**src/rtl/parking_gate_ctrl.sv**
```systemverilog
// parking_gate_ctrl: entry barrier sequencer with occupancy count and safety reversal.
// Define GATE_ALARM_EN to build the sticky forced-entry alarm; otherwise alarm is tied low.
module parking_gate_ctrl #(
  parameter int CAPACITY      = 8,
  parameter int CNT_W         = 4,
  parameter int TRAVEL_CYCLES = 4,
  parameter int HOLD_MAX      = 16
) (
  input  logic             clk,
  input  logic             reset,
  input  logic             grant,
  input  logic             beam,
  input  logic             exit_car,
  output logic             motor_up,
  output logic             motor_down,
  output logic             gate_open,
  output logic [CNT_W-1:0] occupancy,
  output logic             full,
  output logic             alarm
);
  localparam int TMAX = (TRAVEL_CYCLES > HOLD_MAX) ? TRAVEL_CYCLES : HOLD_MAX;
  localparam int TW   = (TMAX > 1) ? $clog2(TMAX) : 1;
  localparam logic [TW-1:0] T_LAST = TW'(TRAVEL_CYCLES - 1);
  localparam logic [TW-1:0] H_LAST = TW'(HOLD_MAX - 1);
  typedef enum logic [1:0] {CLOSED, OPENING, OPEN, CLOSING} state_t;
  state_t state, state_nx;
  logic [TW-1:0] tmr, tmr_nx;
  logic seen, seen_nx, grant_q, grant_rise, accept, entry;
  assign grant_rise = grant & ~grant_q;
  assign full       = occupancy == CNT_W'(CAPACITY);
  assign accept     = (state == CLOSED) & grant_rise & ~full;
  assign motor_up   = state == OPENING;
  assign motor_down = state == CLOSING;
  assign gate_open  = state == OPEN;
  always_comb begin
    state_nx = state;
    tmr_nx   = tmr;
    seen_nx  = seen;
    entry    = 1'b0;
    case (state)
      CLOSED: if (accept) begin
        state_nx = OPENING;
        tmr_nx   = '0;
        seen_nx  = 1'b0;
      end
      OPENING: if (tmr == T_LAST) begin
        state_nx = OPEN;
        tmr_nx   = '0;
      end else tmr_nx = tmr + TW'(1);
      OPEN: if (beam) seen_nx = 1'b1;
      else if (seen) begin
        state_nx = CLOSING;
        entry    = 1'b1;
        tmr_nx   = '0;
      end else if (tmr == H_LAST) begin
        state_nx = CLOSING;
        tmr_nx   = '0;
      end else tmr_nx = tmr + TW'(1);
      CLOSING: if (beam) begin
        state_nx = OPENING;
        tmr_nx   = '0;
        seen_nx  = 1'b0;
      end else if (tmr == T_LAST) begin
        state_nx = CLOSED;
        tmr_nx   = '0;
      end else tmr_nx = tmr + TW'(1);
      default: state_nx = CLOSED;
    endcase
  end
  always_ff @(posedge clk) begin
    if (!reset) begin
      state     <= CLOSED;
      tmr       <= '0;
      seen      <= 1'b0;
      grant_q   <= 1'b0;
      occupancy <= '0;
    end else begin
      state   <= state_nx;
      tmr     <= tmr_nx;
      seen    <= seen_nx;
      grant_q <= grant;
      // simultaneous entry and exit cancel; saturate at both ends
      if (entry && !exit_car && !full) occupancy <= occupancy + CNT_W'(1);
      else if (exit_car && !entry && occupancy != '0) occupancy <= occupancy - CNT_W'(1);
    end
  end
`ifdef GATE_ALARM_EN
  logic alarm_q;
  always_ff @(posedge clk) begin
    if (!reset) alarm_q <= 1'b0;
    else if (beam && state == CLOSED) alarm_q <= 1'b1;
    else if (accept) alarm_q <= 1'b0;
  end
  assign alarm = alarm_q;
`else
  assign alarm = 1'b0;
`endif
endmodule

```
**config.mk**
```make
export PLATFORM = sky130hd
export DESIGN_NAME = parking_gate_ctrl
export DESIGN_NICKNAME = d
export VERILOG_FILES = /design/src/rtl/parking_gate_ctrl.sv
export SDC_FILE = /design/constraint.sdc
export NUM_CORES = 1
export LEC_CHECK = 0
export ABC_CLOCK_PERIOD_IN_PS = 2300
export CAP_MARGIN = 40
export CORE_MARGIN = 2
export CORE_UTILIZATION = 42
export DETAILED_ROUTE_END_ITERATION = 7
export PLACE_DENSITY_LB_ADDON = 0.08
export SYNTH_ARGS = -nofsm -noshare
export SYNTH_HDL_FRONTEND = slang
export SYNTH_SLANG_ARGS = --single-unit
export TNS_END_PERCENT = 30
```
**constraint.sdc**
```tcl
create_clock -name clk -period 2.3 [get_ports clk]
set_input_delay 0.345 -clock clk [delete_from_list [all_inputs] [get_ports clk]]
set_output_delay 0.345 -clock clk [all_outputs]
set_load 0.02 [all_outputs]
```
Word-level counts from Yosys, hierarchy flattened --
Cells that the tools add are included.
Operators by class: add/sub/neg operators 3, equal/unequal tests 13, mux-type cells 24, bitwise logic cells 5, reduce and logical (&&, ||, !) cells 14
Operator list (number):
- $mux 4 | 8
- $pmux 4 s4 | 1
- $mux 2 | 7
- $add 4x1->4 const B | 2
- $eq 4x4->1 const B | 2
- $ne 2x2->1 const B | 4
- $pmux 2 s4 | 1
- $mux 1 | 6
- $reduce_and 5->1 | 1
- $eq 2x2->1 const B | 2
- $eq 4x2->1 const B | 1
- $logic_and 1x1->1 | 4
- $reduce_and 4->1 | 1
- $reduce_bool 4->1 | 1
- $sub 4x1->4 const B | 1
- $and 1x1->1 | 3
- $logic_not 1->1 | 3
- $ne 3x1->1 const B | 1
- $ne 3x2->1 const B | 1
- $pmux 1 s3 | 1
- $reduce_bool 3->1 | 1
- $eq 2x1->1 const B | 1
- $logic_not 2->1 | 1
- $ne 2x1->1 const B | 1
- 3 further kinds | 4
Word-level totals: bits in registers 12, input port bits 5, output and inout bits 9, logic and storage cells 64

Depth between registers and ports, before layout --
Gate-level depths: netlist (run 1).
depth in word-level cells 8, depth in mapped cells 11, gate-level depth less buffers 10

Worst setup path after synthesis (run 1) --
OpenSTA, ideal clock, no wires.
path kind reg-to-reg, start register state[0], end register occupancy[3], library setup time 0.115 ns, data arrival time 2.374 ns, required time 2.185 ns, setup slack -0.189 ns, stages on the path, launching flop included 12, buffers on the path 1, period minus slack after synthesis 2.489 ns, cell sequence dfxtp_1 > inv_1 > ha_1 > nand3b_1 > or3_1 > buf_6 > ha_1 > a21o_1 > a21oi_1 > xnor2_1 > and3_1 > o21a_1
Between the ends: longest elaborated chain between the ends 6, elaborated cells on any way between the ends 9, classes of those cells 1 x eq/ne; 2 x mux; 6 x reduce/logical
RTL lines:
- start: declaration | line 26 | state_t state, state_nx;
- start signal: assignment | line 78 | state <= state_nx;
- $eq 2x2->1 (*)
- via gate_open | line 16 | output logic gate_open,
- $mux 1 (*) | line 40 | case (state)
- $logic_not 1->1 | line 84 | else if (exit_car && !entry && occupancy != '0) occupancy <= occupancy - CNT_W'(1);
- $logic_and 1x1->1 (2 in series) | line 84
- $reduce_bool 2->1 (no source line)
- end signal: assignment | line 83 | if (entry && !exit_car && !full) occupancy <= occupancy + CNT_W'(1);
- end signal: assignment | line 84
- end: declaration | line 17 | output logic [CNT_W-1:0] occupancy,
The timed path passes the listed nets; every way through them passes the cells marked *. A chain may end at the register's enable or synchronous reset.

Worst setup path after layout (run 1) --
start register state[0], end register occupancy[3]
Between the ends: longest elaborated chain between the ends 6, elaborated cells on any way between the ends 9, classes of those cells 1 x eq/ne; 2 x mux; 6 x reduce/logical
RTL lines (line):
- $eq 2x2->1 (*) | 40
- $mux 1 (*) | 40
- $logic_not 1->1 | 84
- $logic_and 1x1->1 (2 in series) | 84
- $reduce_bool 2->1 (no source line)
Mark *: on every way between the ends. The rest lies on a longest branch, timed or not.

==> results of run 1 <==
power breakdown:
part | leakage [nW] | total, mW | switching, mW | internal [mW]
clock | 0.0210 | 0.176 | 0.0791 | 0.0965
sequential | 0.0987 | 0.326 | 0.0643 | 0.261
combinational | 0.307 | 0.721 | 0.370 | 0.351
through the flow:
| step | util, % | cell area (sq um) | TNS, ns | hold slack (ns) |
|---|---|---|---|---|
| 2_1_floorplan | - | 833 | 0 | 0.448 |
| 3_3_place_gp | 56.5 | 1010 | -0.110 | 0.465 |
| 3_5_place_dp | 56.5 | 1010 | -0.137 | 0.476 |
| 4_1_cts | 58.5 | 1040 | 0 | 0.488 |
| 5_1_grt | 59.2 | 1060 | 0 | 0.509 |
| 6_report | 59.2 | 1060 | 0 | 0.489 |
kinds of logic (layout without fill, tap and decap cells):
group | after synthesis | after routing | share of synthesized area [%]
buffers and inverters | 8 | 28 | 5.04
xor gates and xnor gates | 3 | 3 | 3.21
adders and majority gates | 10 | 10 | 16.2
other | 1 | 1 | 0.458
and+or+nand+nor | 35 | 35 | 25.5
muxes | 1 | 1 | 1.22
DFF | 12 | 12 | 29.3
AOI/OAI and AO/OA | 22 | 22 | 19.1
final cells by class:
cell class / count / area (sq um)
well taps: 25 / 31.3
flip-flops and latches: 12 / 243
repair buffers: 19 / 173
inverters: 5 / 18.8
clock buffers: 4 / 36.3
fillers: 161 / 727
multi-input cells: 72 / 554
routing by layer:
metal / GRT usage, % / wire length, microns
met5: 0 / 0
met4: 9.73 / 42
met3: 3.33 / 51
met2: 31.1 / 811
met1: 21.2 / 801
sequential cells by signal, indices dropped and copies added (netlist names):
name,count
occupancy,4
tmr,4
state,2
grant_q,1
seen,1
how the worst max path moves through the flow:
stage / startpoint / endpoint / slack [ns] / cells after the start
detailed placement: beam / occupancy[3] / -0.14 / 9
finish: state[0] / occupancy[3] / 0.13 / 10
global route: state[0] / occupancy[3] / 0.02 / 10
global placement: beam / occupancy[3] / -0.11 / 9
floorplan: occupancy[1] / occupancy[3] / 0.004 / 9
CTS: state[0] / occupancy[3] / 0.06 / 10
timing repair:
action,CTS,global route
gates resized for setup,0,2
endpoints found under the setup margin,0,1
buffers inserted,0,1
layout by cell type, fill, tap and decap left out, types with 2 or more instances in the layout:
cell / n
o22ai_1: 2
dfxtp_1: 10
o21ai_1: 2
a32oi_1: 2
and2_1: 2
o31ai_1: 3
clkbuf_4: 3
buf_4: 7
nor2b_1: 3
xnor2_1: 2
nand2b_1: 5
clkdlybuf4s50_1: 12
nand2_1: 7
inv_1: 4
ha_1: 8
o211ai_1: 2
a21boi_1: 2
nor2_1: 3
dfxtp_2: 2
nand3_1: 7
a21oi_1: 3
tightest hold or removal path, cell delays in order, from the launching register on:
cell      delay, ns
dfxtp_1        0.33
nand2_1        0.06
a21boi_1       0.05
==> out/qor.yml, run 1 <==
status:
  outcome: "complete, no violations"
worst_setup_path:
  cp.buffers_inverters: 2
  rrSetupSlack_ns: 0.13
  cpLargestDelayFamily: "simple AND/OR/NAND/NOR gates"
  startpoint_type: "flop"
  cp-end-kind: "flop"
  crit_fanout: 6
  arrival_ns: 2.35
  r2r-start: "state[0]"
  cp_cell_sequence: "inv_2, ha_4, nand3b_1, or3_1, buf_4, ha_1, a21oi_2, xnor2_1, and3_1, o21a_1"
  crit_required_ns: 2.48
  cpMaxStageDelayCell: "dfxtp_2"
  r2r-end: "occupancy[3]"
  max_stage_delay_ns: 0.35
  crit_type: "reg2reg"
  rr_worst_depth: 10
detailed_routing:
  vias: 728
  ant_nets: 0
  drc: 0
  wl_per_cell_microns: 12.5
  dr.pass1.iters: 3
  drt_iter0_markers: 2
  wl_mm: 1.71
  viasPerCell: 5.31
logic_synthesis:
  netlist_top_cells_count: "12 x dfxtp_1, 9 x ha_1, 7 x nand2_1, 7 x nand3_1"
  synth-seq-cells: 12
  syn_area_sq_um: 820
  synth_sequential_area_ratio_pct: 29.3
  yosys_warnings: 0
  async_flop_share_pct: 0
  synth_edf_count: 0
  synth.most_common_cell: "dfxtp_1"
  synth_top_area_share_pct: 29.3
  yosysTopAreaCell: "dfxtp_1"
  ys.flop_type: "dfxtp_1"
  synthTopCellsByArea: "dfxtp_1 29%, ha_1 14%, nand3_1 4.3%"
  syn_area_per_cell_sq_um: 8.91
  synth_cell_type_count: 37
  syn_inst: 92
  syn_nets: 107
global_route:
  grt_pass1_wl_mm: 2.85
  grt_remaining_overflow: 0
  first_global_vias: 666
  grt_antenna_before_repair: 0
  grt_max_degree: 14
  grtUsageTotal_pct: 18.1
power:
  power.total_mw: 1.22
  peakVddDrop_mv: 0.678
  leakage_nw: 0.426
  pwr_density_cell_nw_per_um2: 1160
min_path:
  hp-class: "reg2reg"
  worstHoldPathCells: 2
  min_delay_worst_endpoint: "tmr[1]"
  hp-start: "tmr[1]"
placement:
  routabilityCongestion: 0.856
  dpl.hpwl_mm: 1.30
  dpl_worst_slack_ns: -0.137
  place_inst: 132
  io_buffer_count: 12
sta:
  clock.fmax_mhz: 461
  setup-violations-final: 0
  skew_ns: 0.00174
  period_minus_slack_ns: 2.17
  finalMaxSlewViolations: 0
  rsz0062_at_grt: "no"
  finalCritPeriodShare_pct: 94.3
  setup_ws_ns: 0.132
  hold_viol: 0
clock_network:
  cts.htree.levels: 1
  tritoncts: "built"
  worstSkewPairLatency_ns: 0.28
  cts.path.max_buffers: 2
  holdBufCountCts: 0
  numCtsBuffers: 3
  clk_pin_slew_ns: 0.08
  cts_sinks: 12
  ctsRootBufferMaster: "clkbuf_4"
floorplanning:
  die_w_microns: 48.2
  start_util_pct: 46.0
  row_count: 15
  core_sq_um: 1780
  die-area_sq_um: 2320
  io_pins: 14
  die_h_microns: 48.2
run:
  maxCapViolations: 0
finish:
  instances_no_fill: 137
  diodes: 0
  drive_above_1_share_pct: 16.1
  syn2layout_area_growth_pct: 28.9
  nets: 128
Power figures use the tool's default switching activity.
==> inputs of run 2 (changes only) <==
--- a/config.mk
+++ b/config.mk
@@ -10,6 +10,7 @@
 export CORE_MARGIN = 2
 export CORE_UTILIZATION = 42
 export DETAILED_ROUTE_END_ITERATION = 7
+export DONT_BUFFER_PORTS = 1
 export PLACE_DENSITY_LB_ADDON = 0.08
 export SYNTH_ARGS = -nofsm -noshare
 export SYNTH_HDL_FRONTEND = slang
==> out/qor.yml, run 2 (synthesis gave the netlist of run 1 again) <==
finish:
  layout_commonest_cell: "dfxtp_1"
  final_cell_mix: "11 x dfxtp_1, 9 x buf_4, 8 x ha_1"
  reg_top3: "occupancy (4), tmr (4), state (2)"
  nets: 118  # -7.8%
  diodes: 0  # unchanged
  syn2layout_area_growth_pct: 15.9
  drive_above_1_share_pct: 18.6  # +2.6 points
floorplanning:
  row_count: 15  # unchanged
  die-area_sq_um: 2320  # unchanged
  start_util_pct: 46.0  # unchanged
  core_sq_um: 1780  # unchanged
  die_h_microns: 48.2  # unchanged
  die_w_microns: 48.2  # unchanged
  io_pins: 14  # unchanged
power:
  p_sw_share_pct: 43.6  # +1.6 points
  pwr-share-seq_pct: 26.0  # -0.7 points
  p_comb_share_pct: 58.7  # -0.3 points
  p_int_uw: 650  # -8.3%
  p_clk_share_pct: 15.2  # +0.8 points
  peakVddDrop_mv: 0.414  # -39%
  p_sw_uw: 503  # -2.1%
  power.total_mw: 1.15  # -5.7%
  leakage_nw: 0.396  # -7.2%
  pwr_density_cell_nw_per_um2: 1210  # +4.9%
detailed_routing:
  drt_iter0_markers: 13  # +11
  wl_mm: 1.63  # -4.3%
  dr.pass1.iters: 4  # +1
  ant_nets: 0  # unchanged
  wl_per_cell_microns: 12.9  # +3.2%
  vias: 678  # -6.9%
  viasPerCell: 5.34  # +0.47%
  drc: 0  # unchanged
min_path:
  hp-class: "in2reg"
placement:
  routabilityCongestion: 0.709  # -17%
  dpl.hpwl_mm: 1.25  # -3.9%
  dpl_worst_slack_ns: 0.132  # +0.268 ns
  io_buffer_count: 0  # -12
global_route:
  grt_remaining_overflow: 0  # unchanged
  grtUsageTotal_pct: 16.9  # -1.3 points
  first_global_vias: 617  # -7.4%
  grt_max_degree: 15  # +1
  grt_pass1_wl_mm: 2.64  # -7.3%
  grt_antenna_before_repair: 0  # unchanged
sta:
  rsz0062_at_grt: "no"
  setup_tns_ns: 0  # unchanged
  skew_ns: 0.00312  # +0.00138 ns
  whs_ns: 0.184  # -0.305 ns
  setup-violations-final: 0  # unchanged
  hold_viol: 0  # unchanged
  finalMaxSlewViolations: 0  # unchanged
  finalCritPeriodShare_pct: 93.2  # -1.0 points
  setup_ws_ns: 0.155  # +0.0232 ns
  period_minus_slack_ns: 2.14  # -0.0232 ns
  clock.fmax_mhz: 466  # +1.1%
clock_network:
  clk_pin_slew_ns: 0.08  # about the same
  postCtsSetupBuffers: 0  # unchanged
  holdBufCountCts: 0  # unchanged
  cts_resized: 0  # unchanged
  cts_sinks: 12  # unchanged
  cts.path.max_buffers: 2  # unchanged
  cts.htree.levels: 1  # unchanged
  tritoncts: "built"
  numCtsBuffers: 3  # unchanged
  worstSkewPairLatency_ns: 0.28  # about the same
  ctsRootBufferMaster: "clkbuf_4"
run:
  maxCapViolations: 0  # unchanged
worst_setup_path:
  crit_required_ns: 2.48  # about the same
  startpoint_type: "flop"
  arrival_ns: 2.33  # -0.02 ns
  cp.buffers_inverters: 2  # unchanged
  cpLargestDelayFamily: "simple AND/OR/NAND/NOR gates"
  crit_type: "reg2reg"
  cpMaxStageDelayCell: "or3_1"
  max_stage_delay_ns: 0.35  # about the same
  cp-end-kind: "flop"
  crit_fanout: 5  # -1
  cp_cell_sequence: "inv_2, ha_4, nand3b_1, or3_1, buf_4, ha_1, a21oi_2, xnor2_1, and3_1, o21a_1"
status:
  outcome: "complete, no violations"
==> run 2: through the flow <==
stage | area [sq um] | util (%) | cells
after global placement | 910 | 51.0 | 123
after floorplan | 833 | - | 92
after CTS | 946 | 53.1 | 127
after detailed placement | 910 | 51.0 | 123
final | 950 | 53.3 | 127
after global routing | 950 | 53.3 | 127
==> run 2: power groups by stage <==
stage | clock network [mW] | logic, mW | registers (mW)
after global placement | 0 | 0.665 | 0.306
after global routing | 0.192 | 0.750 | 0.307
final | 0.176 | 0.677 | 0.300
after detailed placement | 0 | 0.664 | 0.305
after floorplan | 0 | 0.444 | 0.365
after CTS | 0.185 | 0.669 | 0.300
==> run 2: area by class of cell <==
class	count	area, sq um
fillers	162	833
multi-input cells	72	554
flip-flops and latches	12	241
repair buffers	9	67.6
clock buffers	4	36.3
well taps	25	31.3
inverters	5	18.8
==> run 2: worst paths after layout <==
| kind | slack [ns] | to | startpoint | cells after the start |
|---|---|---|---|---|
| min | 0.18 | state[0] | reset | 1 |
| max | 0.16 | occupancy[3] | state[0] | 10 |
| min reg2reg | 0.47 | tmr[1] | tmr[1] | 2 |
| max reg2reg | 0.16 | occupancy[3] | state[0] | 10 |
==> run 2: routing by layer <==
metal  wire [microns]  global-route usage [%]
met5                0                       0
met4               16                    6.49
met3               91                    7.04
met2              714                    24.5
met1              811                    22.2
